[src/rtl/mod53_pkg.sv]
// Shared constants and FSM encoding for the sequential mod-53 multiplier.
package mod53_pkg;

    // Default modulus and residue width
    localparam int MOD = 53;
    localparam int W   = 6;

    // Controller states
    typedef enum logic [1:0] {
        ST_IDLE = 2'd0,
        ST_BUSY = 2'd1,
        ST_DONE = 2'd2
    } state_e;

endpackage

[src/rtl/mod53_add.sv]
// Combinational modular adder: s = (x + y) mod MOD for x, y < MOD.
module mod53_add #(
    parameter int MOD = mod53_pkg::MOD,
    parameter int W   = mod53_pkg::W
) (
    input  logic [W-1:0] x,
    input  logic [W-1:0] y,
    output logic [W-1:0] s
);

    localparam logic [W:0] MOD_EXT = (W+1)'(MOD);

    logic [W:0] sum;
    logic [W:0] red;

    // One conditional subtract suffices because x + y < 2*MOD
    always_comb begin
        sum = {1'b0, x} + {1'b0, y};
        red = sum - MOD_EXT;
        s   = (sum >= MOD_EXT) ? red[W-1:0] : sum[W-1:0];
    end

endmodule

[src/rtl/mod53_mul_seq.sv]
// Sequential modular multiplier: z = (a*b) mod MOD, one multiplier bit per
// cycle MSB-first (double then conditional add), with valid/ready handshakes.
module mod53_mul_seq #(
    parameter int MOD = mod53_pkg::MOD,
    parameter int W   = mod53_pkg::W
) (
    input  logic         clk,
    input  logic         rst_n,
    input  logic         in_valid,
    output logic         in_ready,
    input  logic [W-1:0] a,
    input  logic [W-1:0] b,
    output logic         out_valid,
    input  logic         out_ready,
    output logic [W-1:0] z,
    output logic         out_err
);

    import mod53_pkg::*;

    localparam int             CW      = (W > 1) ? $clog2(W) : 1;
    localparam logic [W:0]     MOD_EXT = (W+1)'(MOD);
    localparam logic [CW-1:0]  CNT_TOP = CW'(W-1);

    state_e         state_q, state_d;
    logic [W-1:0]   a_q, a_d;
    logic [W-1:0]   b_q, b_d;
    logic [W-1:0]   acc_q, acc_d;
    logic [CW-1:0]  cnt_q, cnt_d;
    logic [W-1:0]   z_q, z_d;
    logic           err_q, err_d;
    logic           vld_q, vld_d;
    logic           rdy_q, rdy_d;

    logic           take;
    logic           op_bad;
    logic [W-1:0]   dbl;
    logic [W-1:0]   dbl_plus_a;

    // Doubling and conditional-add share the same cycle, so two adders
    mod53_add #(.MOD(MOD), .W(W)) u_dbl (
        .x (acc_q),
        .y (acc_q),
        .s (dbl)
    );

    mod53_add #(.MOD(MOD), .W(W)) u_add (
        .x (dbl),
        .y (a_q),
        .s (dbl_plus_a)
    );

    assign take      = in_valid & rdy_q;
    assign op_bad    = ({1'b0, a} >= MOD_EXT) | ({1'b0, b} >= MOD_EXT);
    assign in_ready  = rdy_q;
    assign out_valid = vld_q;
    assign z         = z_q;
    assign out_err   = err_q;

    // State and datapath registers; reset aborts any operation in flight
    always_ff @(posedge clk or negedge rst_n) begin
        if (!rst_n) begin
            state_q <= ST_IDLE;
            a_q     <= '0;
            b_q     <= '0;
            acc_q   <= '0;
            cnt_q   <= '0;
            z_q     <= '0;
            err_q   <= 1'b0;
            vld_q   <= 1'b0;
            rdy_q   <= 1'b0;
        end else begin
            state_q <= state_d;
            a_q     <= a_d;
            b_q     <= b_d;
            acc_q   <= acc_d;
            cnt_q   <= cnt_d;
            z_q     <= z_d;
            err_q   <= err_d;
            vld_q   <= vld_d;
            rdy_q   <= rdy_d;
        end
    end

    // Next-state: bad operands skip straight to DONE
    always_comb begin
        state_d = state_q;
        unique case (state_q)
            ST_IDLE: if (take) state_d = op_bad ? ST_DONE : ST_BUSY;
            ST_BUSY: if (cnt_q == '0) state_d = ST_DONE;
            ST_DONE: if (out_ready) state_d = ST_IDLE;
            default: state_d = ST_IDLE;
        endcase
    end

    // Datapath and registered outputs; in_ready is registered so it stays
    // low in the consume cycle and through reset
    always_comb begin
        a_d   = a_q;
        b_d   = b_q;
        acc_d = acc_q;
        cnt_d = cnt_q;
        z_d   = z_q;
        err_d = err_q;
        vld_d = vld_q;
        unique case (state_q)
            ST_IDLE: begin
                if (take) begin
                    if (op_bad) begin
                        z_d   = '0;
                        err_d = 1'b1;
                        vld_d = 1'b1;
                    end else begin
                        a_d   = a;
                        b_d   = b;
                        acc_d = '0;
                        cnt_d = CNT_TOP;
                        err_d = 1'b0;
                    end
                end
            end
            ST_BUSY: begin
                acc_d = b_q[cnt_q] ? dbl_plus_a : dbl;
                cnt_d = cnt_q - 1'b1;
                if (cnt_q == '0) begin
                    cnt_d = '0;
                    z_d   = acc_d;
                    err_d = 1'b0;
                    vld_d = 1'b1;
                end
            end
            ST_DONE: begin
                if (out_ready) vld_d = 1'b0;
            end
            default: ;
        endcase
        rdy_d = (state_d == ST_IDLE);
    end

endmodule
[config.mk]
export PLATFORM = sky130hd
export DESIGN_NAME = mod53_mul_seq
export DESIGN_NICKNAME = d
export VERILOG_FILES = /design/src/rtl/mod53_pkg.sv /design/src/rtl/mod53_add.sv /design/src/rtl/mod53_mul_seq.sv
export SDC_FILE = /design/constraint.sdc
export NUM_CORES = 1
export LEC_CHECK = 0
export CAP_MARGIN = 30
export CELL_PAD_IN_SITES_DETAIL_PLACEMENT = 1
export CELL_PAD_IN_SITES_GLOBAL_PLACEMENT = 2
export CORE_MARGIN = 4
export CORE_UTILIZATION = 38
export DETAILED_ROUTE_END_ITERATION = 8
export HOLD_SLACK_MARGIN = 0.15
export PLACE_DENSITY = 0.87
export SYNTH_ARGS = -nofsm -noshare
export SYNTH_HDL_FRONTEND = slang
export SYNTH_SLANG_ARGS = --single-unit
[constraint.sdc]
create_clock -name clk -period 10.4 [get_ports clk]
set_input_delay 3.12 -clock clk [delete_from_list [all_inputs] [get_ports clk]]
set_output_delay 3.12 -clock clk [all_outputs]
set_load 0.005 [all_outputs]
# Word level (Yosys, flattened, before mapping)
# Index checks and enable logic that the tools add are counted.
[word_totals]
reg_bits = 32
in_bits = 16
elab_cells = 69
out_inout_bits = 9
[op_classes]
bitwise = 3
magnitude_cmp = 5
mux = 30
n_eq_ne = 7
n_addsub = 5
reduce_logical = 10
[ops]
columns = ["op", "n"]
rows = [
  ["$mux W6", 8],
  ["$pmux W6 S2", 2],
  ["$add A6 B6 Y7", 2],
  ["$ge A7 B6 Y1 const B", 2],
  ["$ge A6 B6 Y1 const B", 2],
  ["$sub A6 B6 Y6 const B", 2],
  ["$ne A2 B2 Y1 const B", 5],
  ["$mux W3", 3],
  ["$reduce_and A3 Y1", 3],
  ["$mux W1", 8],
  ["$mux W2", 4],
  ["$pmux W2 S3", 1],
  ["$pmux W3 S2", 1],
  ["$reduce_and A5 Y1", 1],
  ["$logic_not A2 Y1", 2],
  ["$lt A3 B4 Y1 const B", 1],
  ["$reduce_and A4 Y1", 1],
  ["$bmux W1 S3", 1],
  ["$logic_not A3 Y1", 1],
  ["$pmux W1 S3", 1],
  ["$reduce_bool A3 Y1", 1],
  ["$sub A3 B1 Y3 const B", 1],
  ["$eq A2 B1 Y1 const B", 1],
  ["$eq A2 B2 Y1 const B", 1],
  ["other kinds (5)", 5],
]

# Logic depth before layout (Yosys ltp)
[logic_depth]
ltp_word = 9
depth_mapped = 14
mapped_depth_nobuf = 14

# Hierarchy
# Synthesis repeated with hierarchy kept, for this count alone.
[unflattened]
cells_unflattened = 251
area_unflattened_um2 = 2517.4
[by_module_without_submodules]
columns = ["module", "cells_per_inst", "instances", "area_each_um2"]
rows = [
  ["mod53_mul_seq", 133, 1, 1549.0],
  ["mod53_add", 59, 2, 484.2],
]

# Least setup slack after synthesis
# Ideal clock, no wire load.
[synth_timing]
path_type = "input to register"
start = "input in_valid"
end = "register a_q[0]"
required_ns = 10.275
t_arrival_ns = 4.491
path_stages = 5
n_path_buf = 1
setup_ns = 0.125
path_slack_ns = 5.785
cell_sequence = "nand2_1 or3_1 a311oi_2 buf_2 mux2_2"
[synth_between]
elab_chain_len = 2
[synth_rtl]
columns = ["element", "line", "text"]
rows = [
  ["from (decl)", "mod53_mul_seq.sv:9", "input logic in_valid,"],
  ["$and A1 B1 Y1", "mod53_mul_seq.sv:53", "assign take = in_valid & rdy_q;"],
  ["$reduce_and A3 Y1 (no line)", "n/a", ""],
  ["to (signal assigned)", "mod53_mul_seq.sv:64", "a_q <= '0;"],
  ["to (signal assigned)", "mod53_mul_seq.sv:74", "a_q <= a_d;"],
  ["to (decl)", "mod53_mul_seq.sv:26", "logic [W-1:0] a_q, a_d;"],
]
# Every way passes these cells.
# A chain may end at the register's enable or synchronous reset.

# Worst setup path after layout
[layout_timing]
start = "input b[1]"
end = "register z_q[3] (netlist: z[3])"
[layout_between]
elab_chain_len = 4
[layout_rtl]
columns = ["element", "line", "text"]
rows = [
  ["from (decl)", "mod53_mul_seq.sv:12", "input logic [W-1:0] b,"],
  ["$ge A6 B6 Y1", "mod53_mul_seq.sv:54", "assign op_bad = ({1'b0, a} >= MOD_EXT) | ({1'b0, b} >= MOD_EXT);"],
  ["$or A1 B1 Y1", "mod53_mul_seq.sv:54", ""],
  ["$ne A2 B2 Y1 (no line)", "n/a", ""],
  ["$reduce_and A4 Y1 (no line)", "n/a", ""],
  ["to (signal assigned)", "mod53_mul_seq.sv:78", "z_q <= z_d;"],
  ["to (decl)", "mod53_mul_seq.sv:30", "logic [W-1:0] z_q, z_d;"],
]
# Every way passes these cells.

==> impl_metrics.yaml <==
outcome:
  outcome: "finished, final reports clean"
synth:
  synth_warnings: 0
  syn-cell-area_sq_mm: 0.002131
  yosysMostFrequentCell: "dfrtp_1"
  yosysTopAreaCellShare: 0.3758
  synth_cell_types: 57
  synth.avg_cell_area_sq_um: 9.642
  yosys-top-cells-area: "dfrtp_1 38%, mux2_2 7.9%, ha_1 7.6%"
  ys_top_cells_by_count: "32 x dfrtp_1, 15 x a21oi_1, 15 x mux2_2, 15 x nand2_1, 14 x o21ai_0"
  ys_seq_elements: 32
  synth_async_sr_flop_share: 1.000
  seq_area_frac_synth: 0.3758
  synth_flop_cell: "dfrtp_1"
  synth_top_area_cell: "dfrtp_1"
  synth-edff-count: 0
  postSynthCellCount: 221
  syn_nets: 251
floorplan:
  die_height_um: 82.88
  num_io_pins: 25
  start_util: 0.3893
  rows: 27
  die_x_um: 82.88
  coreArea_sq_mm: 0.005473
  die-area_sq_mm: 0.006869
route:
  vias_per_cell: 5.586
  drc: 0
  drt_wl_total_um: 5542
  wl_per_cell_um: 17.26
  vias: 1793
  drt_iter0_markers: 126
  first_pass_iters: 4
  final_antenna_net_count: 0
clocking:
  clockBufferDepth: 2
  cts_buffers: 5
  hold_buffers: 0
  cts_resized: 0
  cts_root_buf: "clkbuf_8"
  cts_setup_buffers: 0
  tritoncts: "yes"
  htree_levels: 2
  clk_latency_ns: 0.29
  clk_pin_slew_worst_paths_ns: 0.07
  cts.sinks: 32
timing:
  finalHoldViolations: 0
  slew_violations: 0
  finClkSkew_ns: 0.007192
  fin_crit_sh: 0.4756
  period_minus_slack_ns: 4.946
  worst_pin_slew_ns: 0.6357
  fin_tns_setup_ns: 0
  fmax_mhz: 202.2
  hold_ws_ns: 0.4980
  max_slew_margin: 0.5742
  rsz0062_at_grt: "no"
  setup_violations: 0
global_route:
  grt_pass1_wl_um: 9246
  grt_pass1_vias: 1827
  antenna_found_initial: 0
  track_usage: 0.1656
  overflow: 0
  grt_max_degree: 33
worst_setup_path:
  r2r-end: "acc_q[1]"
  cp-start-kind: "input pin"
  r2r_slack_ns: 6.34
  worstReg2RegStart: "acc_q[0]"
  criticalPathCategory: "in2reg"
  crit_path_start: "b[1]"
  cp-end-kind: "register"
  rr_worst_depth: 14
  critPathMaxFanout: 5
  endpoint: "z[3]"
  cp.required_ns: 10.60
  critical_path_arrival_ns: 5.15
cells_and_area:
  post-route-util: 0.4666
  stdcell_count: 321
  drive_gt1_frac: 0.1687
  nets: 278
  syn2layout_area_growth_pct: 19.85
  antenna_cells: 0
placement:
  portBuffers: 24
  dp_hpwl_um: 4329
  gp_congestion: 0.7491
  dp_cells: 312
min_path:
  hold_class: "reg2reg"
flow_run:
  drv_cap: 0
-- per-layer routing --
| metal | up-vias | part of all wire | track usage |
|---|---|---|---|
| li1 | 871 | - | - |
| met1 | 895 | 0.49 | 0.2297 |
| met2 | 22 | 0.47 | 0.2646 |
| met3 | 5 | 0.030 | 0.02778 |
| met4 | 0 | 0.010 | 0.04903 |
| met5 | - | 0 | 0 |
-- layout by cell type (no fill, tap or decap), drive strengths merged, types with 2 or more instances in the layout --
cell	Yosys	layout
ha	13	13
xnor2	3	3
a211oi	2	2
a22o	2	2
clkdlybuf4s50	0	24
and3	4	4
nand2b	2	2
or2	3	3
mux2i	5	5
nand2	15	15
clkbuf	3	5
mux2	16	16
a31o	2	2
or3	2	2
nand3	9	9
a31oi	6	6
o22ai	4	4
o21a	4	4
a32o	2	2
o21ai	15	15
nor2	13	13
xor2	2	2
a21o	3	3
inv	14	14
o211ai	2	2
a21oi	16	16
dfrtp	32	32
buf	3	2
nor3	8	8
-- cell type report --
class / count / area [sq um]
clock inverter: 3 / 42.54
timing repair buffer: 26 / 255.2
tap: 72 / 90.09
clock buffer: 5 / 68.82
fill: 650 / 2919
sequential: 32 / 800.8
multi-input combinational: 169 / 1244
inverter: 14 / 52.55
-- worst min path at each step --
stage                 to  cells after the start  startpoint  slack, ns
finish              z[2]                      1        z[2]       0.50
global route        z[2]                      1        z[2]       0.53
CTS                 z[2]                      1        z[2]       0.51
detailed placement  z[2]                      1        z[2]       0.49
global placement    z[5]                      2        z[5]       0.47
floorplan           z[5]                      2        z[5]       0.47
-- stage by stage --
stage	area, sq um	setup slack [ns]
3_5_place_dp	2435	4.794
3_3_place_gp	2435	4.861
5_1_grt	2554	5.303
6_report	2554	5.454
4_1_cts	2546	5.124
2_1_floorplan	2131	5.785
-- worst max-delay path: stages --
cell	delay [ns]
clkdlybuf4s50_1	0.44
o21ai_0	0.23
a21oi_1	0.14
a31oi_1	0.37
nor2_1	0.12
a21oi_1	0.41
nor4b_1	0.12
nor3b_1	0.19
-- sequential cells by signal, summed over array words and instances, names as in the netlist --
name       cells
acc_q          6
cnt_q          3
in_ready       1
out_valid      1
b_q            6
a_q            6
out_err        1
z              6
state_q        2
-- logic make-up (layout without fill, tap and decap cells) --
| group | count (synthesis) | count (layout) | synth area share |
|---|---|---|---|
| buf+inv | 20 | 48 | 0.04052 |
| simple gates | 60 | 60 | 0.1398 |
| flops | 32 | 32 | 0.3758 |
| compound gates | 69 | 69 | 0.2278 |
| xor+xnor | 5 | 5 | 0.02056 |
| mux | 21 | 21 | 0.1098 |
| fa+ha+maj | 14 | 14 | 0.08573 |
Power is not shown: default switching activity piles up to over one toggle a cycle in this logic, so the estimate is an artifact.
